<file path="src/rtl/mem_pkg.sv">
// Shared encodings for the memory burst master: burst size codes, controller
// states and the size-to-beat-count mapping.
package mem_pkg;

   localparam logic [1:0] ACCESS_1W  = 2'b00;
   localparam logic [1:0] ACCESS_4W  = 2'b01;
   localparam logic [1:0] ACCESS_8W  = 2'b10;
   localparam logic [1:0] ACCESS_16W = 2'b11;

   typedef enum logic [2:0] {
      ST_IDLE,
      ST_ISSUE,
      ST_RD_BEATS,
      ST_WR_BEATS,
      ST_DONE
   } state_t;

   function automatic logic [4:0] beats(input logic [1:0] size);
      logic [4:0] n;
      case (size)
         ACCESS_1W:  n = 5'd1;
         ACCESS_4W:  n = 5'd4;
         ACCESS_8W:  n = 5'd8;
         ACCESS_16W: n = 5'd16;
         default:    n = 5'd1;
      endcase
      return n;
   endfunction

endpackage

</file>
<file path="src/rtl/mem_beat_counter.sv">
// Beat index within a burst: cleared at transaction start, advanced once per
// transferred beat, flags the final beat of the current burst.
module mem_beat_counter #(
   parameter int CW = 4
) (
   input  logic          clock,
   input  logic          reset,
   input  logic          clear,
   input  logic          inc,
   input  logic [CW-1:0] last_idx,
   output logic          last
);

   logic [CW-1:0] count_reg;

   always_ff @(posedge clock) begin
      if (reset) begin
         count_reg <= '0;
      end else if (clear) begin
         count_reg <= '0;
      end else if (inc) begin
         count_reg <= count_reg + 1'b1;
      end
   end

   assign last = (count_reg == last_idx);

endmodule

</file>
<file path="src/rtl/mem_burst_master.sv">
// Memory port initiator: accepts one client request at a time, issues the
// memory start strobe, streams write beats out and read beats back.
module mem_burst_master
   import mem_pkg::*;
#(
   parameter int DATA_WIDTH = 32,
   parameter int ADDR_WIDTH = 32,
   parameter int MAX_BEATS  = 16
) (
   input  logic                  clock,
   input  logic                  reset,
   input  logic                  req_valid,
   output logic                  req_ready,
   input  logic                  req_rw,
   input  logic [ADDR_WIDTH-1:0] req_addr,
   input  logic [1:0]            req_size,
   input  logic [DATA_WIDTH-1:0] wr_data,
   output logic                  wr_ready,
   output logic                  rsp_valid,
   output logic [DATA_WIDTH-1:0] rsp_data,
   output logic                  rsp_last,
   output logic                  rsp_err,
   output logic [ADDR_WIDTH-1:0] mem_address,
   output logic [DATA_WIDTH-1:0] mem_data_in,
   output logic [1:0]            mem_access_size,
   output logic                  mem_rw,
   output logic                  mem_enable,
   input  logic                  mem_busy,
   input  logic [DATA_WIDTH-1:0] mem_data_out
);

   localparam int CW = (MAX_BEATS > 1) ? $clog2(MAX_BEATS) : 1;

   state_t                state_reg, state_next;
   logic [ADDR_WIDTH-1:0] addr_reg;
   logic [1:0]            size_reg;
   logic                  rw_reg;
   logic                  err_reg;
   logic                  cnt_clear;
   logic                  cnt_inc;
   logic                  cnt_last;
   logic [CW-1:0]         last_idx;
   logic                  misaligned;

   assign misaligned      = (req_addr[1:0] != 2'b00);
   assign last_idx        = CW'(beats(size_reg) - 5'd1);
   assign mem_address     = addr_reg;
   assign mem_access_size = size_reg;
   assign mem_rw          = rw_reg;

   mem_beat_counter #(
      .CW(CW)
   ) u_beat_counter (
      .clock    (clock),
      .reset    (reset),
      .clear    (cnt_clear),
      .inc      (cnt_inc),
      .last_idx (last_idx),
      .last     (cnt_last)
   );

   // Request fields are only latched for aligned requests; a rejected one
   // just records the error flag for the DONE response.
   always_ff @(posedge clock) begin
      if (reset) begin
         state_reg <= ST_IDLE;
         addr_reg  <= '0;
         size_reg  <= ACCESS_1W;
         rw_reg    <= 1'b0;
         err_reg   <= 1'b0;
      end else begin
         state_reg <= state_next;
         if (req_ready) begin
            err_reg <= misaligned;
            if (!misaligned) begin
               addr_reg <= req_addr;
               size_reg <= req_size;
               rw_reg   <= req_rw;
            end
         end
      end
   end

   // Handshake outputs are suppressed while reset is high so an abort takes
   // effect in the same cycle reset is raised.
   always_comb begin
      state_next  = state_reg;
      req_ready   = 1'b0;
      wr_ready    = 1'b0;
      rsp_valid   = 1'b0;
      rsp_data    = '0;
      rsp_last    = 1'b0;
      rsp_err     = 1'b0;
      mem_enable  = 1'b0;
      mem_data_in = '0;
      cnt_clear   = 1'b0;
      cnt_inc     = 1'b0;
      if (!reset) begin
         case (state_reg)
            ST_IDLE: begin
               req_ready = req_valid;
               if (req_valid) begin
                  cnt_clear  = 1'b1;
                  state_next = misaligned ? ST_DONE : ST_ISSUE;
               end
            end
            ST_ISSUE: begin
               if (!mem_busy) begin
                  mem_enable = 1'b1;
                  if (rw_reg) begin
                     // Beat 0 of a write travels with the start strobe.
                     wr_ready    = 1'b1;
                     mem_data_in = wr_data;
                     cnt_inc     = !cnt_last;
                     state_next  = cnt_last ? ST_DONE : ST_WR_BEATS;
                  end else begin
                     state_next = ST_RD_BEATS;
                  end
               end
            end
            ST_RD_BEATS: begin
               rsp_valid = 1'b1;
               rsp_data  = mem_data_out;
               rsp_last  = cnt_last;
               cnt_inc   = !cnt_last;
               if (cnt_last) begin
                  state_next = ST_IDLE;
               end
            end
            ST_WR_BEATS: begin
               wr_ready    = 1'b1;
               mem_data_in = wr_data;
               cnt_inc     = !cnt_last;
               if (cnt_last) begin
                  state_next = ST_DONE;
               end
            end
            ST_DONE: begin
               rsp_valid  = 1'b1;
               rsp_last   = 1'b1;
               rsp_err    = err_reg;
               state_next = ST_IDLE;
            end
            default: begin
               state_next = ST_IDLE;
            end
         endcase
      end
   end

endmodule

</file>
<file path="config.mk">
export PLATFORM = sky130hd
export DESIGN_NAME = mem_burst_master
export DESIGN_NICKNAME = d
export VERILOG_FILES = /design/src/rtl/mem_pkg.sv /design/src/rtl/mem_beat_counter.sv /design/src/rtl/mem_burst_master.sv
export SDC_FILE = /design/constraint.sdc
export NUM_CORES = 1
export LEC_CHECK = 0
export CAP_MARGIN = 20
export CELL_PAD_IN_SITES_DETAIL_PLACEMENT = 2
export CELL_PAD_IN_SITES_GLOBAL_PLACEMENT = 2
export CORE_MARGIN = 4
export CORE_UTILIZATION = 15
export CTS_CLUSTER_DIAMETER = 60
export DETAILED_ROUTE_END_ITERATION = 10
export PLACE_DENSITY_LB_ADDON = 0.1
export SLEW_MARGIN = 20
export SYNTH_ARGS = -nofsm -noshare
export SYNTH_HDL_FRONTEND = slang
export SYNTH_HIERARCHICAL = 1
export SYNTH_SLANG_ARGS = --single-unit
</file>
<file path="constraint.sdc">
create_clock -name clock -period 2.1 [get_ports clock]
set_input_delay 0.21 -clock clock [delete_from_list [all_inputs] [get_ports clock]]
set_output_delay 0.21 -clock clock [all_outputs]
set_load 0.1 [all_outputs]
</file>
* Word-level counts from Yosys, hierarchy flattened
Cells that the tools add are included.
Operators by class: add/sub/neg operators 2, $mul 0, div/mod/pow operators 0, magnitude comparators 0, eq/ne operators 12, shift-type cells 0, muxes and demuxes 37, bitwise logic cells 1, reductions and logical operators 9
Operator list (number):
- 32-bit 2-to-1 mux | 5
- 32-bit case mux with 2 select lines | 1
- 3-bit 2-to-1 mux | 7
- 1-bit 2-to-1 mux | 19
- 4-bit case mux with 4 select lines | 1
- 3-bit case mux with 4 select lines | 1
- 2-bit inequality test (second input constant) | 4
- 3-bit by 2-bit equality test with 1-bit output (second input constant) | 2
- 1-bit case mux with 2 select lines | 3
- 2-bit OR reduction | 3
- 4-bit by 1-bit adder with 4-bit output (second input constant) | 1
- 2-bit equality test (second input constant) | 2
- 4-bit equality test | 1
- 4-bit AND reduction | 1
- 4-bit by 1-bit subtractor with 4-bit output (second input constant) | 1
- 3-bit by 1-bit equality test with 1-bit output (second input constant) | 1
- 3-bit equality test (second input constant) | 1
- 3-bit zero test | 1
- 2-bit by 1-bit equality test with 1-bit output (second input constant) | 1
- 2-bit zero test | 1
- 2-bit AND reduction | 1
- 2-bit nonzero test | 1
- 1-bit zero test | 1
- 1-bit inverter | 1
Word-level totals: bits in registers 43, bits in latches 0, bits in writable memories 0, ROM bits 0, input port bits 103, output and inout bits 105, logic and storage cells 67, memories 0

* Depth between registers and ports, before layout
depth in word-level cells 9, gate-level depth with buffers 6, mapped depth without buffers 6

* Modules after synthesis
Netlist, hierarchy kept.
Modules (own cells, without submodules):
- mem_burst_master | times used 1, cells an instance 232, area an instance 2273.4 um^2, sequential area each 780.7 um^2
- mem_beat_counter | times used 1, cells an instance 22, area an instance 219.0 um^2, sequential area each 80.1 um^2

* Worst setup path after synthesis
Ideal clock, no wire load.
path kind register to output, start point reg size_reg[1], in the netlist mem_access_size[1], end point out rsp_last, data arrival time 4053 ps, data required time 1890 ps, path slack -2163 ps, cell stages (with the launch flop) 6, buffers on the path 0, cells stage by stage dfxtp_1 or2_2 xor2_1 nor4_1 a21oi_1 nor3_1
Between the ends: cells in the longest elaborated chain, start to end 6, elaborated cells on any way between the ends 9, those cells by class 1 x add/sub; 4 x eq/ne; 3 x mux; 1 x reduce/logical
RTL lines:
- from (decl) | RTL line mem_burst_master.sv:36 | logic [1:0] size_reg;
- from (signal assigned) | RTL line mem_burst_master.sv:77 | size_reg <= req_size;
- 2-bit equality test (tied with other cells) | RTL line mem_pkg.sv:20 | case (size)
- 4-bit case mux with 4 select lines (*) | RTL line mem_pkg.sv:20
- 4-bit by 1-bit subtractor with 4-bit output (*) | RTL line mem_burst_master.sv:46 | assign last_idx = CW'(beats(size_reg) - 5'd1);
- named net last_idx[0] | RTL line mem_burst_master.sv:42 | logic [CW-1:0] last_idx;
- 4-bit equality test (*) | RTL line mem_beat_counter.sv:26 | assign last = (count_reg == last_idx);
- named net cnt_last | RTL line mem_burst_master.sv:41 | logic cnt_last;
- 1-bit case mux with 2 select lines (*) | RTL line mem_burst_master.sv:99 | case (state_reg)
- 1-bit 2-to-1 mux (*) | RTL line mem_burst_master.sv:98 | if (!reset) begin
- to (decl) | RTL line mem_burst_master.sv:21 | output logic rsp_last,
Mark *: on every way through the listed nets, which the timed path passes. The rest lies on a longest branch. The select of a mux whose other input is x is not followed.

* Final worst setup path
Same ends and word-level chain as after synthesis.

==> flow_metrics.py <==
metrics = {
    "route": {
        "drt_iter0_drc": 62,
        "finalWirelength_mm": 11.0,
        "drtAntennaViolNets": 0,
        "via_count": 2614,
        "wire_per_inst_um": 16.3,
        "via_per_inst": 3.87,
        "remaining_drc_errors": 0,
        "first_pass_iters": 3,
    },
    "global_routing": {
        "track_usage": 0.113,
        "gr-usage-met2": 0.213,
        "antenna_found_initial": 0,
        "use_met3": 0.0360,
        "grt.overflow.total": 0,
        "grt_pass1_vias": 2945,
        "grt-busiest-layer": "met2",
        "grt_max_degree": 42,
        "grtUsageMet1": 0.126,
        "grt_pass1_wl_mm": 16.6,
    },
    "synth": {
        "syn_area_mm2": 0.00249,
        "yosys_register_bits": 43,
        "postSynthAreaPerCell_um2": 9.81,
        "ys_warn_count": 6,
        "synthDistinctLibCells": 38,
        "netlist_instances": 254,
        "ys_seq_area_frac": 0.345,
        "synth_nets": 358,
    },
    "worst_setup_path": {
        "cpPeakStageDelay_ns": 0.35,
        "worstPathCellList": "or2_4 > xor2_1 > nor4_2 > buf_4 > a21oi_2 > nor3_4 > buf_12",
        "crit_path_top_delay_cell": "dfxtp_4",
        "path_delay_family": "simple AND/OR/NAND/NOR gates",
        "crit_arrival_ns": 1.86,
        "critPathLaunchType": "flip-flop",
        "path_buf_inv": 2,
        "critPathMaxFanout": 5,
        "cp.required_ns": 1.89,
        "r2r_slack_ns": 0.12,
        "crit_type": "flip-flop to primary output",
        "end_kind": "primary output",
    },
    "power_and_ir_drop": {
        "p_int_uw": 1670,
        "p_per_area_mw_per_mm2": 449,
        "p_seq_frac": 0.343,
        "netSwitchingFraction": 0.344,
        "leakagePower_uw": 0.00254,
        "combPwrFrac": 0.354,
        "peakVddDrop_mv": 0.289,
        "switchingPower_uw": 876,
        "pwr-share-clk": 0.303,
    },
    "clock_network": {
        "clock-sinks": 43,
        "clk_pin_slew_ns": 0.06,
        "insertion_delay_ns": 0.29,
        "root_buffer": "clkbuf_16",
        "cts_max_level": 2,
        "tritoncts": "built",
        "cts_buffer_depth": 2,
        "holdBufCountCts": 0,
        "numCtsBuffers": 5,
    },
    "sta": {
        "layout_min_cycle_time_ns": 2.07,
        "skew_ns": 0.00402,
        "clock.fmax_ghz": 0.482,
        "worst_pin_slew_ns": 0.448,
        "fin_crit_sh": 0.987,
        "setup_viol": 0,
        "final-max-slew-violation-count": 0,
        "finalHoldViolCount": 0,
        "rsz0062_at_grt": "true",
        "slew_headroom": 0.701,
    },
    "finish": {
        "area_delta_synth_final_pct": 128,
        "nNetsFinal": 563,
        "antenna-diode-count": 0,
        "fin_util": 0.353,
        "layout-drive-gt1-share": 0.437,
        "largest_reg_flops": 32,
        "fin_cells": 676,
        "final_common_cell": "clkdlybuf4s50_1",
        "layout_common_cells": "101 x clkdlybuf4s50_1, 71 x buf_12, 46 x buf_4",
    },
    "floorplanning": {
        "die_y_um": 137,
        "rows": 46,
        "dieArea_mm2": 0.0187,
        "die_w_um": 137,
        "io_pins": 208,
        "core_area_mm2": 0.0161,
        "start_util": 0.155,
    },
    "place": {
        "port_buffers": 207,
        "finalWeightedCongestion": 0.675,
        "hpwl_mm": 9.11,
        "dpl.cell_count": 667,
    },
    "hold_path": {
        "min_path_type": "primary input to flip-flop",
    },
    "outcome": {
        "status": "finished, final reports clean",
    },
    "run": {
        "cap_violations": 0,
    },
}
-- layer usage --
metal  routed length [um]  vias to the layer above
li1                     -                     1262
met1                 4080                     1235
met2                 5960                      110
met3                  922                        7
met4                   74                        0
met5                    0                        -
-- kinds of logic after synthesis --
logic type / after synthesis / synth area share
DFF: 43 / 0.345
and+or+nand+nor: 131 / 0.338
xor gates and xnor gates: 5 / 0.0176
buffers and inverters: 23 / 0.0477
AOI/OAI and AO/OA: 14 / 0.0382
adders and majority gates: 1 / 0.00502
muxes: 37 / 0.208
-- cell type report --
| cell class | count | area, um2 |
|---|---|---|
| clock buffers | 6 | 129 |
| clock inverters | 2 | 11.3 |
| fillers | 1677 | 10400 |
| inverters | 2 | 7.51 |
| multi-input cells | 188 | 1600 |
| flip-flops and latches | 43 | 872 |
| well taps | 216 | 270 |
| repair buffers | 219 | 2780 |
-- path summary, 6_finish.rpt --
check / cells past startpoint / start / to
worst min register to register: 2 / err_reg / err_reg
worst max-delay path: 7 / mem_access_size[1] / rsp_last
worst max register to register: 8 / mem_access_size[1] / u_beat_counter/count_reg[3]
worst min-delay path: 4 / reset / state_reg[1]
-- cell usage after synthesis --
library cell	number	area share
o21ai_0	2	0.0040
and3b_1	2	0.0070
ha_1	1	0.0050
buf_2	2	0.0040
nor4_1	2	0.0050
nor3b_1	1	0.0030
nand2_1	1	0.0015
xnor2_1	1	0.0035
a211oi_2	1	0.0050
and3_1	34	0.085
clkbuf_1	15	0.023
nand2b_1	3	0.0075
and2b_1	7	0.021
or2_1	1	0.0025
buf_6	4	0.018
mux2_2	5	0.023
dfxtp_1	43	0.35
nor2b_1	30	0.075
nand4_1	1	0.0025
mux2_4	28	0.17
nand4_4	1	0.0085
xor2_1	4	0.014
mux2i_1	3	0.012
o21a_1	2	0.0060
nor3_4	1	0.0065
a21bo_2	1	0.0040
and2_1	33	0.083
nand3b_1	2	0.0060
a211oi_1	1	0.0030
a21oi_1	5	0.010
nor2_1	5	0.0075
inv_1	2	0.0030
or3_1	2	0.0050
a21o_1	1	0.0030
or2_2	2	0.0050
nor3_1	3	0.0060
o31ai_1	1	0.0030
mux2_1	1	0.0045
-- what timing repair did --
action | in CTS | in global routing
pin swaps | 2 | 0
buffers inserted | 1 | 0
endpoints found under the hold margin | 0 | 0
resized for setup | 2 | 0
setup endpoints to repair | 1 | 1
-- tightest hold or removal path: cells and delay by family --
family / cells / cell delay [ns]
buf+inv: 2 / 0.28
simple gates: 2 / 0.19
-- metrics by stage --
stage	hold WS (ns)	instance area (um2)	total power (uW)	setup WS, ns	setup TNS [ns]
floorplan	0.353	2590	1410	-0.473	-0.485
global placement	0.468	5520	1790	0.115	0
detailed placement	0.468	5520	1800	0.0915	0
CTS	0.447	5670	2610	0.0117	0
global route	0.472	5670	2670	-0.0852	-0.0852
finish	0.446	5670	2550	0.0266	0
-- power groups by stage --
stage               combinational [uW]  clock [uW]  sequential, uW
floorplan                          346           0            1060
global placement                   897           0             891
detailed placement                 906           0             892
CTS                                915         823             874
global route                       949         847             879
finish                             902         774             873
No activity file was read; power rests on OpenSTA's default activity.
